**src/rtl/breakout_key_ctrl.sv**
```systemverilog
// breakout_key_ctrl: multi-channel push-button front end.
// Per channel: 2-flop sync, debounce, press/release pulses, auto-repeat.
module breakout_key_ctrl #(
    parameter int                  NUM_KEYS      = 3,
    parameter int                  DEBOUNCE_TIME = 10000,
    parameter int                  REPEAT_DELAY  = 25000000,
    parameter int                  REPEAT_PERIOD = 5000000,
    parameter int                  CNT_W         = 25,
    parameter bit                  ACTIVE_LOW    = 1'b1,
    parameter logic [NUM_KEYS-1:0] REPEAT_EN     = {NUM_KEYS{1'b1}}
) (
    input  logic                sys_clk,
    input  logic                sys_rst_n,
    input  logic [NUM_KEYS-1:0] key_raw,
    input  logic                repeat_gate,
    output logic [NUM_KEYS-1:0] key_level,
    output logic [NUM_KEYS-1:0] key_press,
    output logic [NUM_KEYS-1:0] key_release,
    output logic [NUM_KEYS-1:0] key_repeat,
    output logic [NUM_KEYS-1:0] key_event
);

    typedef enum logic [1:0] {
        RP_IDLE   = 2'd0,
        RP_DELAY  = 2'd1,
        RP_REPEAT = 2'd2
    } rp_state_e;

    localparam logic [CNT_W-1:0] DB_LAST = CNT_W'(DEBOUNCE_TIME - 1);
    localparam logic [CNT_W-1:0] RD_LAST = CNT_W'(REPEAT_DELAY - 1);
    localparam logic [CNT_W-1:0] RP_LAST = CNT_W'(REPEAT_PERIOD - 1);
    localparam logic [CNT_W-1:0] CNT_ONE = CNT_W'(1);
    localparam logic [CNT_W-1:0] CNT_MAX = {CNT_W{1'b1}};
    localparam logic             IDLE_RAW = ACTIVE_LOW;

    genvar g;
    generate
        for (g = 0; g < NUM_KEYS; g++) begin : g_ch
            logic             r_sync1;
            logic             r_sync2;
            logic             w_pressed;
            logic [CNT_W-1:0] r_db_cnt;
            logic [CNT_W-1:0] w_db_nxt;
            logic             w_flip;
            logic             w_rise;
            logic             w_fall;
            logic             r_level;
            logic             r_press;
            logic             r_release;
            logic             r_repeat;
            logic             r_event;
            logic             w_en;
            rp_state_e        r_state;
            rp_state_e        w_state_nxt;
            logic [CNT_W-1:0] r_rp_cnt;
            logic [CNT_W-1:0] w_rp_nxt;
            logic             w_rep;

            assign w_pressed = r_sync2 ^ ACTIVE_LOW;
            assign w_rise    = w_flip & w_pressed;
            assign w_fall    = w_flip & ~w_pressed;
            assign w_en      = REPEAT_EN[g];

            // two-flop synchroniser, idles at the released raw level
            always_ff @(posedge sys_clk or negedge sys_rst_n) begin
                if (!sys_rst_n) begin
                    r_sync1 <= IDLE_RAW;
                    r_sync2 <= IDLE_RAW;
                end else begin
                    r_sync1 <= key_raw[g];
                    r_sync2 <= r_sync1;
                end
            end

            // debounce: count consecutive cycles of disagreement
            always_comb begin
                w_db_nxt = r_db_cnt;
                w_flip   = 1'b0;
                if (w_pressed == r_level) begin
                    w_db_nxt = '0;
                end else if (r_db_cnt == DB_LAST) begin
                    w_flip   = 1'b1;
                    w_db_nxt = '0;
                end else if (r_db_cnt != CNT_MAX) begin
                    w_db_nxt = r_db_cnt + CNT_ONE;
                end
            end

            // repeat FSM: next state, counter and repeat pulse
            always_comb begin
                w_state_nxt = r_state;
                w_rp_nxt    = r_rp_cnt;
                w_rep       = 1'b0;
                if (!w_en || !repeat_gate || w_fall) begin
                    w_state_nxt = RP_IDLE;
                    w_rp_nxt    = '0;
                end else begin
                    unique case (r_state)
                        RP_IDLE: begin
                            w_rp_nxt = '0;
                            if (w_rise) begin
                                w_state_nxt = RP_DELAY;
                            end
                        end
                        RP_DELAY: begin
                            if (!r_level) begin
                                w_state_nxt = RP_IDLE;
                                w_rp_nxt    = '0;
                            end else if (r_rp_cnt == RD_LAST) begin
                                w_rep       = 1'b1;
                                w_rp_nxt    = '0;
                                w_state_nxt = RP_REPEAT;
                            end else if (r_rp_cnt != CNT_MAX) begin
                                w_rp_nxt = r_rp_cnt + CNT_ONE;
                            end
                        end
                        RP_REPEAT: begin
                            if (!r_level) begin
                                w_state_nxt = RP_IDLE;
                                w_rp_nxt    = '0;
                            end else if (r_rp_cnt == RP_LAST) begin
                                w_rep    = 1'b1;
                                w_rp_nxt = '0;
                            end else if (r_rp_cnt != CNT_MAX) begin
                                w_rp_nxt = r_rp_cnt + CNT_ONE;
                            end
                        end
                        default: begin
                            w_state_nxt = RP_IDLE;
                            w_rp_nxt    = '0;
                        end
                    endcase
                end
            end

            // registered level, pulses and counters
            always_ff @(posedge sys_clk or negedge sys_rst_n) begin
                if (!sys_rst_n) begin
                    r_db_cnt  <= '0;
                    r_level   <= 1'b0;
                    r_press   <= 1'b0;
                    r_release <= 1'b0;
                    r_repeat  <= 1'b0;
                    r_event   <= 1'b0;
                    r_state   <= RP_IDLE;
                    r_rp_cnt  <= '0;
                end else begin
                    r_db_cnt  <= w_db_nxt;
                    r_level   <= r_level ^ w_flip;
                    r_press   <= w_rise;
                    r_release <= w_fall;
                    r_repeat  <= w_rep;
                    r_event   <= w_rise | w_rep;
                    r_state   <= w_state_nxt;
                    r_rp_cnt  <= w_rp_nxt;
                end
            end

            assign key_level[g]   = r_level;
            assign key_press[g]   = r_press;
            assign key_release[g] = r_release;
            assign key_repeat[g]  = r_repeat;
            assign key_event[g]   = r_event;
        end
    endgenerate

endmodule
```
**config.mk**
```make
export PLATFORM = sky130hd
export DESIGN_NAME = breakout_key_ctrl
export DESIGN_NICKNAME = d
export VERILOG_FILES = /design/src/rtl/breakout_key_ctrl.sv
export SDC_FILE = /design/constraint.sdc
export NUM_CORES = 1
export LEC_CHECK = 0
export CORE_UTILIZATION = 40
export DETAILED_ROUTE_END_ITERATION = 10
export PLACE_DENSITY = 0.55
export SLEW_MARGIN = 10
export SYNTH_ARGS = -nofsm -noshare
export SYNTH_HDL_FRONTEND = slang
export SYNTH_SLANG_ARGS = --single-unit
```
**constraint.sdc**
```tcl
create_clock -name sys_clk -period 2.2 [get_ports sys_clk]
set_clock_uncertainty 0.05 [all_clocks]
set_input_delay 0.66 -clock sys_clk [delete_from_list [all_inputs] [get_ports sys_clk]]
set_output_delay 0.66 -clock sys_clk [all_outputs]
set_load 0.02 [all_outputs]
```
==> metrics <==
DRC=0; reg2reg end=g_ch[0].r_rp_cnt[2]$_DFF_PN0_; Ports=21; initial antenna violation count=0; Pleak=5.01 nW; # nets final=1,262; ANT nets after route=0; share of the yosys chip area belonging to registers=44.2%; TNS Setup=-0.986 ns; Synthesis Warnings=0; number of max-slew violations in the final report=0; Die Area=0.0257 mm²; die extent in y=160 µm; Port Buffers=20; worst-margin pin slew=0.694 ns; crit path launch type=register; wire per inst=15.8 µm; cell count after synthesis=1,096; top sig layer=met4; Tightest Hold Check Type=input pin to asynchronous set/reset pin; row cnt=57; Die W=160 µm; CTS tree=done; asr flop ratio synth=100%; DR iter-0 viols=464; power density over cell area=537 mW/mm²; final critical-path required period=2.25 ns; DP HPWL=17,900 µm; Final Non-Filler Cells=1,577; grt ovf=0; clk root buf=clkbuf_16; Worst Slack Setup Final=-0.0480 ns; vias per cell=5.58; worst path cell trace=or4_1 -> or4_4 -> o31ai_2 -> a221o_2 -> buf_12 -> nor3_1; fin crit share=102%; ANT cells=0; worst IR drop on VDD=305 µV; crit-path max FO=13; clk_lat worst skew=0.44 ns; H-tree Lvls=4; RSZ-0062 raised after global routing=yes; CTS clk-pin slew, worst paths=0.08 ns; layout cells sized above 1=21.5%; Final Routed Wirelength=24,900 µm; clock buffer depth=2; endpoint class of the critical path=register; Worst path slowest cell=or4_1; Post-CTS Hold Fix Bufs=0; Core Region=0.0245 mm²; starting density of the core=41.0%; Hold Fails Final Rpt=0; Netlist Area Pre-Place=0.0100 mm²; Final setup violation count=25; total of max-cap violations=0; r2r worst-path depth=6; crit-path max cell delay=0.53 ns; max_slew headroom=53.4%; P&R area growth vs syn=24.7%; FMAX=0.445 GHz; met2 wire length=11,500 µm; wire length on met3=680 µm; synthesized flop and latch total=177; GRT Total Usage=20.0%; Min Hold Slack=0.139 ns; met1 WL=12,400 µm; via count=8,801; Setup Crit Path Kind=register to register; setup slack, reg-to-reg=-0.05 ns; Final Cell Area=0.0125 mm²; total CTS buffers=17; router iterations before antenna repair=5; first-pass GRT wire length=42,200 µm; failing checks=setup timing; status=complete, but fails checks; GPL Wtd Cong=0.822; CP required=2.47 ns; main flop type after synthesis=dfrtp_1; Worst R2R Start=g_ch[0].r_rp_cnt[24]$_DFF_PN0_; Post-synth EDFFs=0; Cell variety after synth=75; area post-placement=0.0115 mm²; Avg Cell Area, Syn=9.15 µm²; crit path DAT=2.51 ns; Mapped Nets=1,118; vias in the first global route=8,593; largest net degree at the start of global routing=57; Placed Cells=1,537; Clock Sinks=177
kinds of logic (layout without fill, tap and decap cells):
group,count (synthesis),in the layout,share of synthesized area (%)
adder cells (fa/ha/maj),16,16,2.00
multiplexers,10,10,0.998
XOR/XNOR,60,60,5.24
flip-flops,177,177,44.2
AND/OR/NAND/NOR,530,530,29.0
buffers and inverters,74,231,3.88
AO/OA/AOI/OAI,229,229,14.6
cells in the final DEF (no fill, tap or decap), types with 21 or more instances in the layout:
cell type and n:
and3_1 27, nor2_1 101, nor3_1 28, buf_4 144
o21ai_0 51, nand2_1 85, a21oi_1 63, xor2_1 23
nor4_1 21, inv_1 21, nand4_1 35, or4_1 22
nand3_1 70, or3_1 45, xnor2_1 37, dfrtp_1 169
registers in the layout, summed over array words and instances, names as in the netlist, named ones only:
signal,cells
g_ch.r_db_cnt,75
g_ch.r_release,3
g_ch.r_sync1,3
g_ch.r_state,6
g_ch.r_event,3
g_ch.r_sync2,3
g_ch.r_rp_cnt,75
g_ch.r_press,3
g_ch.r_repeat,3
area by class of cell:
cell class,count,area [µm²]
inverter,21,78.8
fill,2281,11900
clock inverter,15,195
multi-input combinational,845,5480
clock buffer,17,425
timing repair buffer,178,1490
sequential,177,4440
tap,324,405
worst max-delay path, delay by kind of cell (launching register included):
family          cells  cell delay, ns
compound gates      2            0.45
buf+inv             1            0.16
flops               1            0.38
simple gates        3            1.08
report_power, final:
group          internal (W)  leakage [nW]  total, W  switching [W]
Sequential          0.00328          2.44   0.00329      0.0000196
Clock               0.00183         0.303   0.00324        0.00141
Combinational     0.0000655          2.27  0.000189       0.000123
repair_timing:
action	in CTS	in global routing
gates cloned	2	1
setup buffers	3	2
setup endpoints to repair	43	90
resized for setup	16	58
pin swaps	5	11
routing by layer:
metal / vias up / track usage (%)
met2: 110 / 32.2
met5: - / 0
li1: 4379 / -
met3: 20 / 3.05
met1: 4292 / 28.1
met4: 0 / 4.68
cell usage after synthesis (5+ instances only):
| cell | number | share of area [%] |
|---|---|---|
| dfrtp_1 | 171 | 43 |
| nor2_1 | 108 | 4.0 |
| nand2_1 | 85 | 3.2 |
| a21oi_1 | 75 | 3.7 |
| nand3_1 | 74 | 3.7 |
| o21ai_0 | 51 | 2.5 |
| or3_1 | 47 | 2.9 |
| xnor2_1 | 37 | 3.2 |
| nand4_1 | 35 | 2.2 |
| nor3_1 | 29 | 1.4 |
| and3_1 | 27 | 1.7 |
| nor4_1 | 27 | 1.7 |
| or4_1 | 25 | 1.9 |
| xor2_1 | 23 | 2.0 |
| inv_1 | 21 | 0.79 |
| o31ai_1 | 19 | 1.4 |
| buf_4 | 18 | 1.3 |
| clkbuf_1 | 18 | 0.67 |
| a31oi_1 | 17 | 1.1 |
| and4_1 | 16 | 1.4 |
| ha_1 | 16 | 2.0 |
| a211oi_1 | 12 | 0.90 |
| buf_2 | 11 | 0.55 |
| o211ai_1 | 11 | 0.82 |
| mux2i_1 | 10 | 1.0 |
| and2_1 | 8 | 0.50 |
| nor4b_1 | 7 | 0.61 |
| dfstp_2 | 6 | 1.6 |
| nand4b_1 | 6 | 0.52 |
| a21o_1 | 5 | 0.37 |
| nand2b_1 | 5 | 0.31 |
per-stage QoR:
step | total power (W) | setup slack, ns | utilization, %
after CTS | 0.00681 | -0.0474 | 49.9
after floorplan | 0.00341 | 0.0444 | -
after detailed placement | 0.00355 | -0.109 | 47.1
final | 0.00672 | -0.0480 | 51.2
after global routing | 0.00696 | -0.115 | 51.2
after global placement | 0.00355 | -0.129 | 47.1
how the worst max path moves through the flow:
stage	start	endpoint	slack, ns	cells past startpoint
after floorplan	g_ch[0].r_rp_cnt[16]$_DFF_PN0_	g_ch[0].r_rp_cnt[13]$_DFF_PN0_	0.04	6
after detailed placement	repeat_gate	g_ch[1].r_rp_cnt[6]$_DFF_PN0_	-0.11	7
after CTS	g_ch[0].r_rp_cnt[24]$_DFF_PN0_	g_ch[0].r_rp_cnt[2]$_DFF_PN0_	-0.05	6
after global placement	repeat_gate	g_ch[1].r_state[1]$_DFFE_PN0P_	-0.13	6
after global routing	g_ch[2].r_rp_cnt[7]$_DFF_PN0_	g_ch[2].r_state[1]$_DFFE_PN0P_	-0.12	6
final	g_ch[0].r_rp_cnt[24]$_DFF_PN0_	g_ch[0].r_rp_cnt[2]$_DFF_PN0_	-0.05	6
No activity file was read; power rests on OpenSTA's default activity.
